==> src/rtl/ov7670_gen_pkg.sv <==
// Shared types and constants for the OV7670 stream generator.
// States, pattern modes and bar colours.
package ov7670_gen_pkg;

  typedef enum logic [2:0] {
    ST_IDLE,
    ST_VSYNC,
    ST_VBP,
    ST_ACTIVE,
    ST_VFP
  } state_e;

  localparam logic [1:0] MODE_BARS  = 2'b00;
  localparam logic [1:0] MODE_RAMP  = 2'b01;
  localparam logic [1:0] MODE_CHECK = 2'b10;
  localparam logic [1:0] MODE_SOLID = 2'b11;

  localparam logic [11:0] BAR_0 = 12'hFFF;
  localparam logic [11:0] BAR_1 = 12'hFF0;
  localparam logic [11:0] BAR_2 = 12'h0FF;
  localparam logic [11:0] BAR_3 = 12'h0F0;
  localparam logic [11:0] BAR_4 = 12'hF0F;
  localparam logic [11:0] BAR_5 = 12'hF00;
  localparam logic [11:0] BAR_6 = 12'h00F;
  localparam logic [11:0] BAR_7 = 12'h000;

  // Width of the coordinate buses handed to the pattern LUT
  localparam int XY_W = 16;

  // clog2 that never returns a zero width
  function automatic int clog2_min1(input int n);
    return (n <= 1) ? 1 : $clog2(n);
  endfunction

  function automatic int max4(input int a, input int b,
                              input int c, input int d);
    int m;
    m = a;
    if (b > m) m = b;
    if (c > m) m = c;
    if (d > m) m = d;
    return m;
  endfunction

endpackage

==> src/rtl/ov7670_pattern_lut.sv <==
// Combinational pattern generator: maps mode and pixel
// position to a 12-bit {R,G,B} colour.
module ov7670_pattern_lut
  import ov7670_gen_pkg::*;
(
  input  logic [1:0]  mode_i,
  input  logic [5:0]  x_i,
  input  logic [4:0]  y_i,
  input  logic [2:0]  bar_idx_i,
  input  logic [11:0] solid_i,
  output logic [11:0] rgb_o
);

  logic [11:0] bar_rgb;
  logic        unused_bits;

  // Low coordinate bits do not affect any pattern
  assign unused_bits = ^{y_i[3:0], x_i[1:0]};

  // Colour bar table
  always_comb begin
    bar_rgb = BAR_7;
    unique case (bar_idx_i)
      3'd0: bar_rgb = BAR_0;
      3'd1: bar_rgb = BAR_1;
      3'd2: bar_rgb = BAR_2;
      3'd3: bar_rgb = BAR_3;
      3'd4: bar_rgb = BAR_4;
      3'd5: bar_rgb = BAR_5;
      3'd6: bar_rgb = BAR_6;
      3'd7: bar_rgb = BAR_7;
    endcase
  end

  // Pattern select
  always_comb begin
    rgb_o = 12'h000;
    unique case (mode_i)
      MODE_BARS:  rgb_o = bar_rgb;
      MODE_RAMP:  rgb_o = {x_i[5:2], x_i[5:2], x_i[5:2]};
      MODE_CHECK: rgb_o = (x_i[4] ^ y_i[4]) ? 12'hFFF : 12'h000;
      MODE_SOLID: rgb_o = solid_i;
    endcase
  end

endmodule

==> src/rtl/ov7670_stream_gen.sv <==
// OV7670 pixel-bus source: vsync/href/data frames in RGB444
// byte order. All outputs are registered from next-state values.
module ov7670_stream_gen
  import ov7670_gen_pkg::*;
#(
  parameter int H_ACTIVE    = 640,
  parameter int V_ACTIVE    = 480,
  parameter int H_BLANK     = 144,
  parameter int VSYNC_LINES = 3,
  parameter int VBP_LINES   = 17,
  parameter int VFP_LINES   = 10
) (
  input  logic        clk,
  input  logic        rst,
  input  logic        en,
  input  logic [1:0]  mode,
  input  logic [11:0] solid_rgb,
  output logic        vsync,
  output logic        href,
  output logic [7:0]  data,
  output logic        frame_done,
  output logic [15:0] frame_count
);

  localparam int L   = 2 * H_ACTIVE + H_BLANK;
  localparam int CW  = clog2_min1(L);
  localparam int LW  = clog2_min1(max4(VSYNC_LINES, VBP_LINES,
                                       V_ACTIVE, VFP_LINES));
  localparam int YW  = clog2_min1(V_ACTIVE);
  localparam int BPP = H_ACTIVE / 8;
  localparam int BW  = clog2_min1(BPP);

  localparam logic [CW-1:0] COL_LAST = CW'(L - 1);
  localparam logic [CW:0]   ACT_COLS = (CW + 1)'(2 * H_ACTIVE);
  localparam logic [LW-1:0] VS_LAST  = LW'(VSYNC_LINES - 1);
  localparam logic [LW-1:0] BP_LAST  = LW'(VBP_LINES - 1);
  localparam logic [LW-1:0] AC_LAST  = LW'(V_ACTIVE - 1);
  localparam logic [LW-1:0] FP_LAST  = LW'(VFP_LINES - 1);
  localparam logic [BW-1:0] BAR_LAST = BW'(BPP - 1);

  state_e state_q, state_d;

  logic [CW-1:0] col_q, col_d;
  logic [LW-1:0] line_q, line_d;
  logic [YW-1:0] y_q, y_d;
  logic [BW-1:0] bcnt_q, bcnt_d;
  logic [2:0]    bar_q, bar_d;
  logic [1:0]    mode_q, mode_d;
  logic [11:0]   solid_q, solid_d;

  logic          vsync_q, vsync_d;
  logic          href_q, href_d;
  logic [7:0]    data_q, data_d;
  logic          fd_q, fd_d;
  logic [15:0]   fc_q, fc_d;

  logic            eol;
  logic [XY_W-1:0] x_full;
  logic [XY_W-1:0] y_full;
  logic [11:0]     rgb;
  logic            unused_xy;

  assign eol = (col_q == COL_LAST);

  // State register
  always_ff @(posedge clk or posedge rst) begin
    if (rst) state_q <= ST_IDLE;
    else     state_q <= state_d;
  end

  // Next-state: en only matters in IDLE and at the end of VFP
  always_comb begin
    state_d = state_q;
    unique case (state_q)
      ST_IDLE:
        if (en) state_d = ST_VSYNC;
      ST_VSYNC:
        if (eol && line_q == VS_LAST) state_d = ST_VBP;
      ST_VBP:
        if (eol && line_q == BP_LAST) state_d = ST_ACTIVE;
      ST_ACTIVE:
        if (eol && line_q == AC_LAST) state_d = ST_VFP;
      ST_VFP:
        if (eol && line_q == FP_LAST)
          state_d = en ? ST_VSYNC : ST_IDLE;
      default:
        state_d = ST_IDLE;
    endcase
  end

  // Counter next values and mode latch on VSYNC entry
  always_comb begin
    col_d = (state_q == ST_IDLE || eol) ? '0 : col_q + 1'b1;
    if (state_d == ST_IDLE) col_d = '0;

    line_d = line_q;
    if (state_d != state_q) line_d = '0;
    else if (eol)           line_d = line_q + 1'b1;

    y_d = y_q;
    if (state_d != ST_ACTIVE)                y_d = '0;
    else if (state_q == ST_ACTIVE && eol)    y_d = y_q + 1'b1;

    bcnt_d = bcnt_q;
    bar_d  = bar_q;
    if (col_d == '0) begin
      bcnt_d = '0;
      bar_d  = '0;
    end else if (!col_d[0]) begin
      if (bcnt_q == BAR_LAST) begin
        bcnt_d = '0;
        bar_d  = bar_q + 3'd1;
      end else begin
        bcnt_d = bcnt_q + 1'b1;
      end
    end

    mode_d  = mode_q;
    solid_d = solid_q;
    if (state_d == ST_VSYNC && state_q != ST_VSYNC) begin
      mode_d  = mode;
      solid_d = solid_rgb;
    end
  end

  // Counter and latched-config registers
  always_ff @(posedge clk or posedge rst) begin
    if (rst) begin
      col_q   <= '0;
      line_q  <= '0;
      y_q     <= '0;
      bcnt_q  <= '0;
      bar_q   <= '0;
      mode_q  <= MODE_BARS;
      solid_q <= 12'h000;
    end else begin
      col_q   <= col_d;
      line_q  <= line_d;
      y_q     <= y_d;
      bcnt_q  <= bcnt_d;
      bar_q   <= bar_d;
      mode_q  <= mode_d;
      solid_q <= solid_d;
    end
  end

  assign x_full    = XY_W'(col_d >> 1);
  assign y_full    = XY_W'(y_d);
  assign unused_xy = ^{x_full[XY_W-1:6], y_full[XY_W-1:5]};

  ov7670_pattern_lut u_lut (
    .mode_i    (mode_d),
    .x_i       (x_full[5:0]),
    .y_i       (y_full[4:0]),
    .bar_idx_i (bar_d),
    .solid_i   (solid_d),
    .rgb_o     (rgb)
  );

  // Output next values from next-state counters
  always_comb begin
    vsync_d = (state_d == ST_VSYNC);
    href_d  = (state_d == ST_ACTIVE) && ({1'b0, col_d} < ACT_COLS);
    data_d  = 8'h00;
    if (href_d)
      data_d = col_d[0] ? rgb[7:0] : {4'h0, rgb[11:8]};
    fd_d = (state_d == ST_VFP) && (col_d == COL_LAST) &&
           (line_d == FP_LAST);
    fc_d = fc_q + {15'd0, fd_d};
  end

  // Output registers
  always_ff @(posedge clk or posedge rst) begin
    if (rst) begin
      vsync_q <= 1'b0;
      href_q  <= 1'b0;
      data_q  <= 8'h00;
      fd_q    <= 1'b0;
      fc_q    <= 16'd0;
    end else begin
      vsync_q <= vsync_d;
      href_q  <= href_d;
      data_q  <= data_d;
      fd_q    <= fd_d;
      fc_q    <= fc_d;
    end
  end

  assign vsync       = vsync_q;
  assign href        = href_q;
  assign data        = data_q;
  assign frame_done  = fd_q;
  assign frame_count = fc_q;

endmodule
==> config.mk <==
export PLATFORM = sky130hd
export DESIGN_NAME = ov7670_stream_gen
export DESIGN_NICKNAME = d
export VERILOG_FILES = /design/src/rtl/ov7670_gen_pkg.sv /design/src/rtl/ov7670_pattern_lut.sv /design/src/rtl/ov7670_stream_gen.sv
export SDC_FILE = /design/constraint.sdc
export NUM_CORES = 1
export LEC_CHECK = 0
export CAP_MARGIN = 10
export CORE_UTILIZATION = 55
export CTS_BUF_LIST = sky130_fd_sc_hd__clkbuf_16
export DETAILED_ROUTE_END_ITERATION = 8
export PLACE_DENSITY = 0.78
export REMOVE_ABC_BUFFERS = 1
export SYNTH_ARGS = -nofsm -noshare
export SYNTH_HDL_FRONTEND = slang
export SYNTH_SLANG_ARGS = --single-unit
==> constraint.sdc <==
create_clock -name clk -period 9.35 [get_ports clk]
set_clock_uncertainty 0.2 [all_clocks]
set_input_delay 1.4025 -clock clk [delete_from_list [all_inputs] [get_ports clk]]
set_output_delay 1.4025 -clock clk [all_outputs]
set_load 0.05 [all_outputs]
==> metrics.md <==
| Metric | Value |
|---|---|
| Outcome | `complete, no violations` |
| Placed insts | `529` |
| Share of layout cells above drive strength 1 | `0.114` |
| Clock Sinks | `79` |
| I/O Buffers | `43` |
| Worst Path Max Fanout | `22` |
| Post-synth EDFFs | `0` |
| Initial antenna violation count | `0` |
| Leakage | `2.14 nW` |
| Vias/cell | `5.72` |
| Clock buffer count from CTS | `9` |
| Xor/xnor share of the synthesized area | `0.0865` |
| Worst-path clk slew | `0.06 ns` |
| Post-synth cell types | `60` |
| Io pins | `44` |
| Hold_buf cts | `0` |
| Min Tclk post-route | `5.49 ns` |
| Max-slew violation count | `0` |
| FF+latch count, synth | `79` |
| FMAX | `182 MHz` |
| # diodes | `0` |
| Final setup TNS | `0 ns` |
| Post-CTS setup buffers | `0` |
| Largest family of logic cells by synthesized area | `simple AND/OR/NAND/NOR gates` |
| Vias | `3119` |
| First-pass GRT wire length | `14.3 mm` |
| Grt met3 use | `0.0280` |
| CP endpoint kind | `flop` |
| Routed length per instance | `15.9 µm` |
| Synth Area in Simple Gates | `0.212` |
| RD Place Congestion | `0.877` |
| Register area share after synthesis | `0.476` |
| Mux contribution to synthesized area | `0.0552` |
| Worst Path Required | `9.40 ns` |
| Placed Area | `0.00465 mm²` |
| Pre-antenna DRT Iters | `4` |
| Die area | `0.00790 mm²` |
| DRC | `0` |
| Mean post-synth cell area | `10.5 µm²` |
| Critical Path AT | `5.55 ns` |
| CTS tree | `built` |
| Final Worst Setup Slack | `3.86 ns` |
| Compound-Gate Fraction of Synth Area | `0.113` |
| GRT met2 Usage | `0.399` |
| GRT Util Overall | `0.237` |
| Hold Vio Cnt, Final | `0` |
| Pwr per Cell Area | `178 mW/mm²` |
| Maximum vdd drop | `129 µV` |
| Worst slew pin tran | `1.03 ns` |
| Iteration-0 DRC Markers | `295` |
| Warnings from Yosys | `0` |
| Worst Setup Start Kind | `input port` |
| H-tree levels | `3` |
| FP Rows | `31` |
| Most frequent cells in the layout | `dfrtp_1 (79), clkdlybuf4s50_1 (43), nor2_1 (41), nand2_1 (36), xor2_1 (21)` |
| HPWL Detailed | `6.13 mm` |
| Ys flop type | `dfrtp_1` |
| CTS root buffer | `clkbuf_16` |
| Pre-CTS setup slack | `3.50 ns` |
| Final setup violation count | `0` |
| Routed wire length | `8.69 mm` |
| Overflow after GRT | `0` |
| Unrepaired setup endpoints after global routing | `no` |
| Final instance area | `0.00492 mm²` |
| Die span in y | `88.9 µm` |
| Fin crit share | `0.588` |
| Max-cap violations | `0` |
| Worst-skew pair later-pin latency | `0.33 ns` |
| Post-cts sizing count | `0` |
| Bufs on Longest Clock Path | `2` |
| Largest net degree at the start of global routing | `80` |
| Die W | `88.9 µm` |
| CORE AREA | `0.00729 mm²` |
| Commonest non-fill, non-tap cell in the layout | `dfrtp_1` |
| Max_slew headroom | `0.311` |
| Critical path class | `input port to flop` |
| Met1 Usage GRT | `0.317` |
| Busiest grt layer | `met2` |
| Nets | `468` |
| P&R area growth vs syn | `18.4%` |
| Synth Area in Adders | `0.0301` |
| Synthesized area | `0.00415 mm²` |
| Number of global-route vias before repair | `3047` |
| Hold Crit Class | `flop to flop` |
| Ys async rst share | `1.00` |
| Syn Inst Count | `397` |
| Non-filler cells, final | `545` |
| Post-DRT Antenna Nets | `0` |
| Initial core utilization | `0.569` |
[cells in the mapped netlist, types with 3 or more instances]
| library cell | number | share of area |
|---|---|---|
| nor2b_1 | 6 | 0.0090 |
| o22ai_1 | 4 | 0.0060 |
| mux2_2 | 13 | 0.035 |
| nand2_1 | 36 | 0.033 |
| buf_2 | 3 | 0.0036 |
| inv_1 | 11 | 0.0099 |
| a21o_1 | 5 | 0.0090 |
| nand2b_1 | 3 | 0.0045 |
| o21ai_0 | 9 | 0.011 |
| nand3_1 | 19 | 0.023 |
| o31ai_1 | 5 | 0.0090 |
| nor4_1 | 5 | 0.0075 |
| clkbuf_1 | 4 | 0.0036 |
| nor3_1 | 8 | 0.0096 |
| a21oi_2 | 3 | 0.0063 |
| and4_1 | 5 | 0.011 |
| nor2_1 | 41 | 0.037 |
| and2_1 | 3 | 0.0045 |
| xor2_1 | 21 | 0.044 |
| nand4_1 | 12 | 0.018 |
| mux2i_1 | 6 | 0.014 |
| ha_1 | 10 | 0.030 |
| a21oi_1 | 11 | 0.013 |
| xnor2_1 | 20 | 0.042 |
| and3_1 | 9 | 0.014 |
| dfrtp_1 | 79 | 0.48 |
[per-stage QoR]
stage / total power, mW / utilization / hold slack [ns]
floorplan: 0.519 / - / 0.272
global placement: 0.558 / 0.638 / 0.267
detailed placement: 0.566 / 0.638 / 0.272
CTS: 0.876 / 0.674 / 0.279
global route: 0.913 / 0.674 / 0.304
finish: 0.874 / 0.674 / 0.278
[power breakdown]
| part | internal (mW) | leakage (nW) | total [mW] | switching (mW) |
|---|---|---|---|---|
| Sequential | 0.376 | 1.05 | 0.403 | 0.0273 |
| Combinational | 0.0648 | 0.956 | 0.158 | 0.0934 |
| Clock | 0.178 | 0.134 | 0.313 | 0.136 |
[registers in the layout, indices dropped and copies added, names as in the netlist, 2 cells and up]
name and count:
bar_q 3, y_q 5, state_q 3, line_q 9
data 8, col_q 11, solid_q 12, mode_q 2
frame_count 16, bcnt_q 7
[worst paths after layout]
| path | from | end | slack [ns] | cells past startpoint |
|---|---|---|---|---|
| setup reg to reg | col_q[0] | frame_count[14] | 4.67 | 14 |
| max in group asynchronous | rst | state_q[2] | 6.83 | 3 |
| setup / recovery | en | frame_count[14] | 3.86 | 14 |
| hold reg to reg | frame_count[15] | frame_count[15] | 0.28 | 1 |
| hold / removal | frame_count[15] | frame_count[15] | 0.28 | 1 |
| min in group asynchronous | rst | solid_q[2] | 1.49 | 3 |
[critical path, stage by stage]
cell             delay, ns
clkdlybuf4s50_1       0.47
or3b_1                0.40
or2_2                 0.34
o32ai_4               0.84
a21oi_2               0.06
a21o_1                0.40
nor2_1                0.20
and4_1                0.22
ha_1                  0.21
ha_1                  0.24
nand2_1               0.11
or2_2                 0.34
nor2_1                0.15
xor2_1                0.16
[per-layer routing]
metal | part of all wire | vias to the layer above | wire length [µm]
li1 | - | 1496 | -
met1 | 0.45 | 1536 | 3910
met2 | 0.50 | 73 | 4340
met3 | 0.034 | 14 | 298
met4 | 0.016 | 0 | 136
met5 | 0 | - | 0
[final cells by class]
type	count	area, µm²
Fill cell	580	2380
Multi-Input combinational cell	294	2060
Sequential cell	79	1980
Timing Repair Buffer	44	438
Clock buffer	9	225
Tap cell	99	124
Inverter	13	48.8
Clock inverter	7	41.3
[kinds of logic (layout without fill, tap and decap cells)]
| group | count (synthesis) | in the layout |
|---|---|---|
| muxes | 20 | 20 |
| adders and majority gates | 10 | 10 |
| buffers and inverters | 24 | 73 |
| and+or+nand+nor | 166 | 166 |
| DFF | 79 | 79 |
| xor gates and xnor gates | 41 | 41 |
| AOI/OAI and AO/OA | 57 | 57 |
No activity file was read; power rests on OpenSTA's default activity.
